### src/rtl/tx_anc_ppm_src.sv
// ----------------------------------------------------------------------------
// tx_anc_ppm_src
//   Transmit-side phase sequencer for the ANC pilot. Streams NCO phase words
//   as a periodic ramp of NSIG samples (step DPH_INC, first sample START_PH),
//   with tlast on the final sample of each period. Every PPM period of
//   accepted beats one sample is skipped (ppm_dir=1) or repeated (ppm_dir=0)
//   to track the far-end clock drift.
//
// Ports
//   clk, reset_n     clock, asynchronous active-low reset
//   srst             synchronous soft reset (active high)
//   en               level enable; sampled in IDLE to start a burst and at
//                    each period boundary to decide whether to continue
//   nsymb            periods per burst (0 = run until en drops)
//   ppm_val          beats between corrections (<=1 selects DEFAULT_PPM)
//   ppm_dir          1 = skip a sample, 0 = repeat a sample
//   m_phase_*        AXI-Stream master of phase words
//   busy             high while streaming
//   done             one-cycle pulse when a finite burst completes
//   symb_count       periods completed in the current burst
//   sigN             current sample index (1..NSIG)
// ----------------------------------------------------------------------------
module tx_anc_ppm_src #(
  parameter int unsigned PHASE_WIDTH = 24,
  parameter int unsigned PPM_WIDTH   = 32,
  parameter int unsigned NSYMB_WIDTH = 16,
  parameter int unsigned NSIG        = 32768,
  parameter int unsigned DPH_INC     = 2048,
  parameter logic [PHASE_WIDTH-1:0] START_PH = '0,
  parameter int unsigned DEFAULT_PPM = 868393
) (
  input  logic                   clk,
  input  logic                   reset_n,
  input  logic                   srst,
  input  logic                   en,
  input  logic [NSYMB_WIDTH-1:0] nsymb,
  input  logic [PPM_WIDTH-1:0]   ppm_val,
  input  logic                   ppm_dir,
  output logic [PHASE_WIDTH-1:0] m_phase_tdata,
  output logic                   m_phase_tvalid,
  output logic                   m_phase_tlast,
  input  logic                   m_phase_tready,
  output logic                   busy,
  output logic                   done,
  output logic [NSYMB_WIDTH-1:0] symb_count,
  output logic [PHASE_WIDTH-1:0] sigN
);

  localparam logic [PHASE_WIDTH-1:0] NSIG_W   = PHASE_WIDTH'(NSIG);
  localparam logic [PHASE_WIDTH-1:0] NSIG_M1  = PHASE_WIDTH'(NSIG - 1);
  localparam logic [PHASE_WIDTH-1:0] DPH_W    = PHASE_WIDTH'(DPH_INC);
  localparam logic [PHASE_WIDTH-1:0] DPH2_W   = PHASE_WIDTH'(2 * DPH_INC);
  localparam logic [PHASE_WIDTH-1:0] ONE_SIG  = PHASE_WIDTH'(1);
  localparam logic [PPM_WIDTH-1:0]   ONE_PPM  = PPM_WIDTH'(1);
  localparam logic [PPM_WIDTH-1:0]   DEF_PPM  = PPM_WIDTH'(DEFAULT_PPM);
  localparam logic [NSYMB_WIDTH-1:0] ONE_SYMB = NSYMB_WIDTH'(1);

  typedef enum logic {S_IDLE, S_RUN} state_t;

  state_t                 state_q,  state_d;
  logic [PHASE_WIDTH-1:0] sig_q,    sig_d;
  logic [PHASE_WIDTH-1:0] ph_q,     ph_d;
  logic [PPM_WIDTH-1:0]   track_q,  track_d;
  logic [PPM_WIDTH-1:0]   period_q, period_d;
  logic [NSYMB_WIDTH-1:0] symb_q,   symb_d;
  logic [NSYMB_WIDTH-1:0] nsymb_q,  nsymb_d;
  logic                   dir_q,    dir_d;
  logic                   rep_q,    rep_d;   // current beat is a repeated sample
  logic                   done_q,   done_d;

  logic                   hs;
  logic                   at_period;
  logic [PPM_WIDTH-1:0]   track_inc;
  logic [NSYMB_WIDTH-1:0] symb_inc;

  assign m_phase_tvalid = (state_q == S_RUN);
  assign m_phase_tlast  = (state_q == S_RUN) && (sig_q == NSIG_W) && !rep_q;
  assign m_phase_tdata  = ph_q;
  assign busy           = (state_q == S_RUN);
  assign done           = done_q;
  assign symb_count     = symb_q;
  assign sigN           = sig_q;

  assign hs        = m_phase_tvalid & m_phase_tready;
  assign at_period = (track_q == period_q);
  // Tracker saturates at the period so a correction that cannot be applied
  // near the end of a period stays pending until the next eligible beat.
  assign track_inc = at_period ? period_q : track_q + ONE_PPM;
  assign symb_inc  = symb_q + ONE_SYMB;

  always_comb begin
    state_d  = state_q;
    sig_d    = sig_q;
    ph_d     = ph_q;
    track_d  = track_q;
    period_d = period_q;
    symb_d   = symb_q;
    nsymb_d  = nsymb_q;
    dir_d    = dir_q;
    rep_d    = rep_q;
    done_d   = 1'b0;
    case (state_q)
      S_IDLE: begin
        if (en) begin
          state_d  = S_RUN;
          period_d = (ppm_val <= ONE_PPM) ? DEF_PPM : ppm_val;
          dir_d    = ppm_dir;
          nsymb_d  = nsymb;
          sig_d    = ONE_SIG;
          ph_d     = START_PH;
          track_d  = ONE_PPM;
          symb_d   = '0;
          rep_d    = 1'b0;
        end
      end
      S_RUN: begin
        if (hs) begin
          if (sig_q == NSIG_W) begin
            // Period boundary: restart the ramp; finite bursts take priority
            // over en so a burst always runs its full count while en is high.
            sig_d   = ONE_SIG;
            ph_d    = START_PH;
            symb_d  = symb_inc;
            track_d = track_inc;
            rep_d   = 1'b0;
            if ((nsymb_q != '0) && (symb_inc == nsymb_q)) begin
              state_d = S_IDLE;
              done_d  = 1'b1;
            end else if (!en) begin
              state_d = S_IDLE;
            end
          end else if (at_period && (sig_q < NSIG_M1) && !rep_q) begin
            // Correction only below NSIG-1 so neither a skip nor a repeat can
            // land on or jump over the tlast sample.
            track_d = ONE_PPM;
            if (dir_q) begin
              sig_d = sig_q + PHASE_WIDTH'(2);
              ph_d  = ph_q + DPH2_W;
            end else begin
              rep_d = 1'b1;
            end
          end else begin
            sig_d   = sig_q + ONE_SIG;
            ph_d    = ph_q + DPH_W;
            track_d = track_inc;
            rep_d   = 1'b0;
          end
        end
      end
      default: state_d = S_IDLE;
    endcase
  end

  always_ff @(posedge clk or negedge reset_n) begin
    if (!reset_n) begin
      state_q  <= S_IDLE;
      sig_q    <= ONE_SIG;
      ph_q     <= START_PH;
      track_q  <= ONE_PPM;
      period_q <= DEF_PPM;
      symb_q   <= '0;
      nsymb_q  <= '0;
      dir_q    <= 1'b0;
      rep_q    <= 1'b0;
      done_q   <= 1'b0;
    end else if (srst) begin
      state_q  <= S_IDLE;
      sig_q    <= ONE_SIG;
      ph_q     <= START_PH;
      track_q  <= ONE_PPM;
      period_q <= DEF_PPM;
      symb_q   <= '0;
      nsymb_q  <= '0;
      dir_q    <= 1'b0;
      rep_q    <= 1'b0;
      done_q   <= 1'b0;
    end else begin
      state_q  <= state_d;
      sig_q    <= sig_d;
      ph_q     <= ph_d;
      track_q  <= track_d;
      period_q <= period_d;
      symb_q   <= symb_d;
      nsymb_q  <= nsymb_d;
      dir_q    <= dir_d;
      rep_q    <= rep_d;
      done_q   <= done_d;
    end
  end

endmodule

### config.mk
export PLATFORM = sky130hd
export DESIGN_NAME = tx_anc_ppm_src
export DESIGN_NICKNAME = d
export VERILOG_FILES = /design/src/rtl/tx_anc_ppm_src.sv
export SDC_FILE = /design/constraint.sdc
export NUM_CORES = 1
export LEC_CHECK = 0
export CAP_MARGIN = 25
export CORE_ASPECT_RATIO = 0.9
export CORE_MARGIN = 3
export CORE_UTILIZATION = 59
export CTS_BUF_LIST = sky130_fd_sc_hd__clkbuf_16
export DETAILED_ROUTE_END_ITERATION = 6
export MAX_ROUTING_LAYER = met4
export PLACE_DENSITY_LB_ADDON = 0.12
export SETUP_SLACK_MARGIN = 0.02
export SLEW_MARGIN = 20
export SYNTH_ARGS = -nofsm -noshare
export SYNTH_HDL_FRONTEND = slang
export SYNTH_SLANG_ARGS = --single-unit
### constraint.sdc
create_clock -name clk -period 9.8 [get_ports clk]
set_clock_uncertainty 0.2 [all_clocks]
set_input_delay 1.96 -clock clk [delete_from_list [all_inputs] [get_ports clk]]
set_output_delay 1.96 -clock clk [all_outputs]
set_load 0.01 [all_outputs]
Word level (Yosys, flattened, before mapping)

Cells that the tools add are included.

Bits in registers: 148
Word-level logic and storage cells: 96
Input port bits: 54
Output and inout port bits: 68

Add/subtract/negate cells: 6
Order comparisons: 2
Equality and inequality tests: 9
Bitwise logic cells: 2
Reduce and logical (&&, ||, !) cells: 13
Multiplexer cells: 54

Operators by type and width:

| kind                                                             | number |
|---|---|
| 2-to-1 mux 32 bit                                                | 10 |
| 2-to-1 mux 24 bit                                                | 12 |
| 2-to-1 mux 16 bit                                                | 7 |
| one-hot mux 24 bit (2 select lines)                              | 2 |
| one-hot mux 32 bit (2 select lines)                              | 1 |
| adder 32 x 1 -> 32 bit (second input constant)                   | 1 |
| == test 32 bit                                                   | 1 |
| less-or-equal comparator 32 x 1 -> 1 bit (second input constant) | 1 |
| one-hot mux 16 bit (2 select lines)                              | 1 |
| adder 24 x 1 -> 24 bit (second input constant)                   | 1 |
| adder 24 x 12 -> 24 bit (second input constant)                  | 1 |
| adder 24 x 13 -> 24 bit (second input constant)                  | 1 |
| adder 24 x 2 -> 24 bit (second input constant)                   | 1 |
| == test 24 x 16 -> 1 bit (second input constant)                 | 1 |
| < comparator 24 x 15 -> 1 bit (second input constant)            | 1 |
| 2-to-1 mux 1 bit                                                 | 19 |
| adder 16 x 1 -> 16 bit (second input constant)                   | 1 |
| == test 16 bit                                                   | 1 |
| nonzero test 16 bit                                              | 1 |
| != test 5 bit (second input constant)                            | 2 |
| AND reduction 3 bit                                              | 3 |
| != test 3 x 2 -> 1 bit (second input constant)                   | 2 |
| logical AND 1 bit                                                | 5 |
| one-hot mux 1 bit (2 select lines)                               | 2 |
| other kinds (7)                                                  | 8 |

Depth between registers and ports, before layout

Depth after elaboration: 8
Depth in mapped cells: 11
Gate-level depth less buffers: 9

Worst setup path before layout

No wires, ideal clock.

Path type: flip-flop to output port
Start point: reg sig_q[15], in the netlist sigN[15]
End point: out m_phase_tlast
Required time: 7.640 ns
Cell stages (with the launch flop): 6
Buffers on the path: 1
Slack: 5.967 ns
Data arrival time: 1.673 ns
Path through: dfrtp_1 > buf_2 > or4b_2 > nor4_1 > nand4_1 > nor2_1

Cells in the longest elaborated chain, start to end: 3

Ends and longest elaborated chain:

| item                           | line | text |
|---|---|---|
| start: declaration             | 61   | `logic [PHASE_WIDTH-1:0] sig_q, sig_d;` |
| start signal: assignment       | 179  | `sig_q <= sig_d;` |
| == test 24 x 16 -> 1 bit       | 77   | `assign m_phase_tlast = (state_q == S_RUN) && (sig_q == NSIG_W) && !rep_q;` |
| logical AND 1 bit (2 in a row) | 77   |  |
| end: declaration               | 41   | `output logic m_phase_tlast,` |

Every way passes these cells.

Worst setup path in the final report

Start point: reg sig_q[6], in the netlist sigN[6]
End point: out m_phase_tlast

Same word-level chain as after synthesis.

==> metrics.txt <==
Crit path required time 7640 ps; number of remaining DRC errors 0; # IOs 122; most common cell after layout, fill and taps aside dfrtp_1; Comb pwr share approximately a tenth; post-synthesis cell count 888; Post-Place Setup Slack 4110 ps; clk buf depth 2; clk_lat worst skew 430 ps; Post-Place Cells 1119; Chip Width roughly 130 um; Layout area overhead 22.8%; CTS buffer count 17; FF-to-FF setup slack a little under 6000 ps; Post-CTS Setup Inserts 0; Slew Limit Headroom 39.0%; IO buf count 110; Critical Path End Type output pin; vias after detailed routing 7776; core area 13000 um2; routability congestion estimate from global placement between 0.9 and 1; ant diodes 0; Main synth FF type dfrtp_1; clock slew at reported path FFs 60 ps; post_cts resized 0; initial antenna violation count 0; CTS Sinks 137; GRT Residual Overflow 0; CP Class flop to output pin; RSZ-0062 raised after global routing no; PD cells 146 nW/um2; Sw Ratio 24.1%; Hold Startpoint period_q[0]; CP Launch Type flop; GRT Total Usage 33.6%; CTS tree done; Hold Fails Final Rpt 0; DRC violation total after the first TritonRoute iteration approximately 900; drt first pass iters 6; clock share of power 47.8%; crit path time final 5250 ps; final slew viol count 0; r2r startpoint track_q[24]; P_leak 4.08 nW; Post-Syn Area 8000 um2; ANT nets after route 0; Final WS setup 4550 ps; Fill cells 949; commonest cells after routing, fill and taps aside 128 x dfrtp_1, 109 x clkdlybuf4s50_1, 80 x nand2_1; fraction of final layout cells sized beyond drive strength 1 6.17%; unique cell type count in the Yosys netlist 62; Final setup violation count 0; Final Non-Filler Cells about 1200; Critical Path AT 3090 ps; synth warn 0; Layout Nets 1037; FF+latch count, synth 137; H-tree level count 4; first-pass GRT wire length 38600 um; Max Cap Viol 0; Peak VDD IR 0.128 mV; number of global-route vias before repair 7398; vias per inst between 6 and 7; internal power 1.09 mW; die area 15000 um2; switching pwr 345 uW; vertical die dimension 116 um; HPWL after DPL 16400 um; Initial Utilization 61.7%; crit path max fanout 7; register share of total power a little over two fifths; status finished clean; ys async rst share 100%; final core utilization 75.7%; Worst Tran Pin Value 907 ps; final WL 24000 um; Hold Path Sink period_q[0]; row count 39; Routed WL per cell approximately 21 um; pin count of the biggest net entering global routing 83; Max Freq 0.190 GHz; Fin Setup TNS 0 ps; hold buffers post-CTS 0; worst hold slack 325 ps; CTS root buf clkbuf_16; RR Endpoint m_phase_tdata[23]; Avg Cell Area, Syn around 9.0 um2; Seq/Total Area, Yosys 43.0%; period utilization 53.6%; Reg2Reg Depth 7; Post-synth EDFFs 0; Min-Delay Path Class flop to flop; hold path cells 2
## metal layers
| metal | up-vias | track usage (%) | share of wire [%] | wire (um) |
|---|---|---|---|---|
| li1 | 3469 | - | - | - |
| met4 | 0 | 10.7 | 2.0 | 476 |
| met2 | 474 | 49.4 | 46 | 11000 |
| met1 | 3791 | 46.8 | 43 | 10300 |
| met3 | 42 | 7.13 | 9.3 | 2240 |
| met5 | - | - | 0 | 0 |
## critical path, cell delays in order (launching register included)
cell and delay, ps:
dfrtp_1 470, or4b_2 720, nor4_1 440, nand4_1 270
nor2_1 190, clkdlybuf4s50_1 560
## per-stage QoR
stage               instance area, um2  power (mW)
floorplan                         8040       0.683
global placement                  9140       0.744
detailed placement                9160       0.750
CTS                               9770        1.43
global route                      9830        1.47
finish                            9830        1.43
## power groups by stage
| stage | Sequential, mW | Clock, mW | Combinational (mW) |
|---|---|---|---|
| floorplan | 0.605 | 0 | 0.0777 |
| global placement | 0.610 | 0 | 0.134 |
| detailed placement | 0.611 | 0 | 0.139 |
| CTS | 0.601 | 0.685 | 0.140 |
| global route | 0.604 | 0.709 | 0.157 |
| finish | 0.602 | 0.684 | 0.145 |
## cell usage after synthesis, types with 7 or more instances
| library cell | instances | area share [%] |
|---|---|---|
| inv_1 | 22 | 1.0 |
| nand4_1 | 18 | 1.4 |
| nand2b_1 | 13 | 1.0 |
| nor3b_1 | 12 | 1.1 |
| nor2b_1 | 8 | 0.63 |
| xnor2_1 | 26 | 2.8 |
| ha_1 | 7 | 1.1 |
| a21oi_1 | 49 | 3.1 |
| nor4_1 | 38 | 3.0 |
| and3_1 | 13 | 1.0 |
| xor2_1 | 37 | 4.0 |
| mux2i_1 | 10 | 1.3 |
| o22ai_1 | 10 | 0.78 |
| o21ai_0 | 71 | 4.4 |
| dfstp_2 | 9 | 3.0 |
| clkbuf_1 | 45 | 2.1 |
| nor2_1 | 51 | 2.4 |
| o31ai_1 | 13 | 1.2 |
| nor3_1 | 33 | 2.1 |
| buf_4 | 13 | 1.2 |
| a31oi_1 | 10 | 0.78 |
| o22a_1 | 7 | 0.77 |
| dfrtp_1 | 128 | 40 |
| or4_1 | 11 | 1.0 |
| nand2_1 | 80 | 3.8 |
| nand3_1 | 32 | 2.0 |
| a22o_1 | 42 | 4.6 |
## kinds of logic after synthesis
logic type	synth area share, %
buffers and inverters	4.58
multiplexers	1.39
XOR/XNOR	6.89
other	0.0469
adder cells (fa/ha/maj)	1.09
flip-flops	43.0
AND/OR/NAND/NOR	22.3
AO/OA/AOI/OAI	20.7
## sequential cells by signal (all words and copies together), names as in the netlist
signal	cells
track_q	32
nsymb_q	16
symb_count	16
rep_q	1
m_phase_tdata	13
dir_q	1
period_q	32
done	1
busy	1
sigN	24
## worst max path at each step
stage | startpoint | to | slack [ps] | cells past startpoint
after global routing | sigN[15] | m_phase_tlast | 4470 | 5
after detailed placement | en | m_phase_tdata[20] | 4110 | 8
after global placement | en | m_phase_tdata[20] | 4230 | 8
after CTS | en | sigN[17] | 4520 | 9
after floorplan | sigN[15] | m_phase_tlast | 5970 | 5
final | sigN[6] | m_phase_tlast | 4550 | 5
## layout make-up
cell class                 instances  area, um2  area share, %
clock buffer                      17        425           4.33
clock inverter                    14        191           1.95
inverter                          22       82.6          0.840
multi-input combinational        677       4250           43.3
sequential                       137       3440           35.0
tap                              164        205           2.09
timing repair buffer             121       1230           12.5
Note: power is estimated with default switching activity, not from simulation.
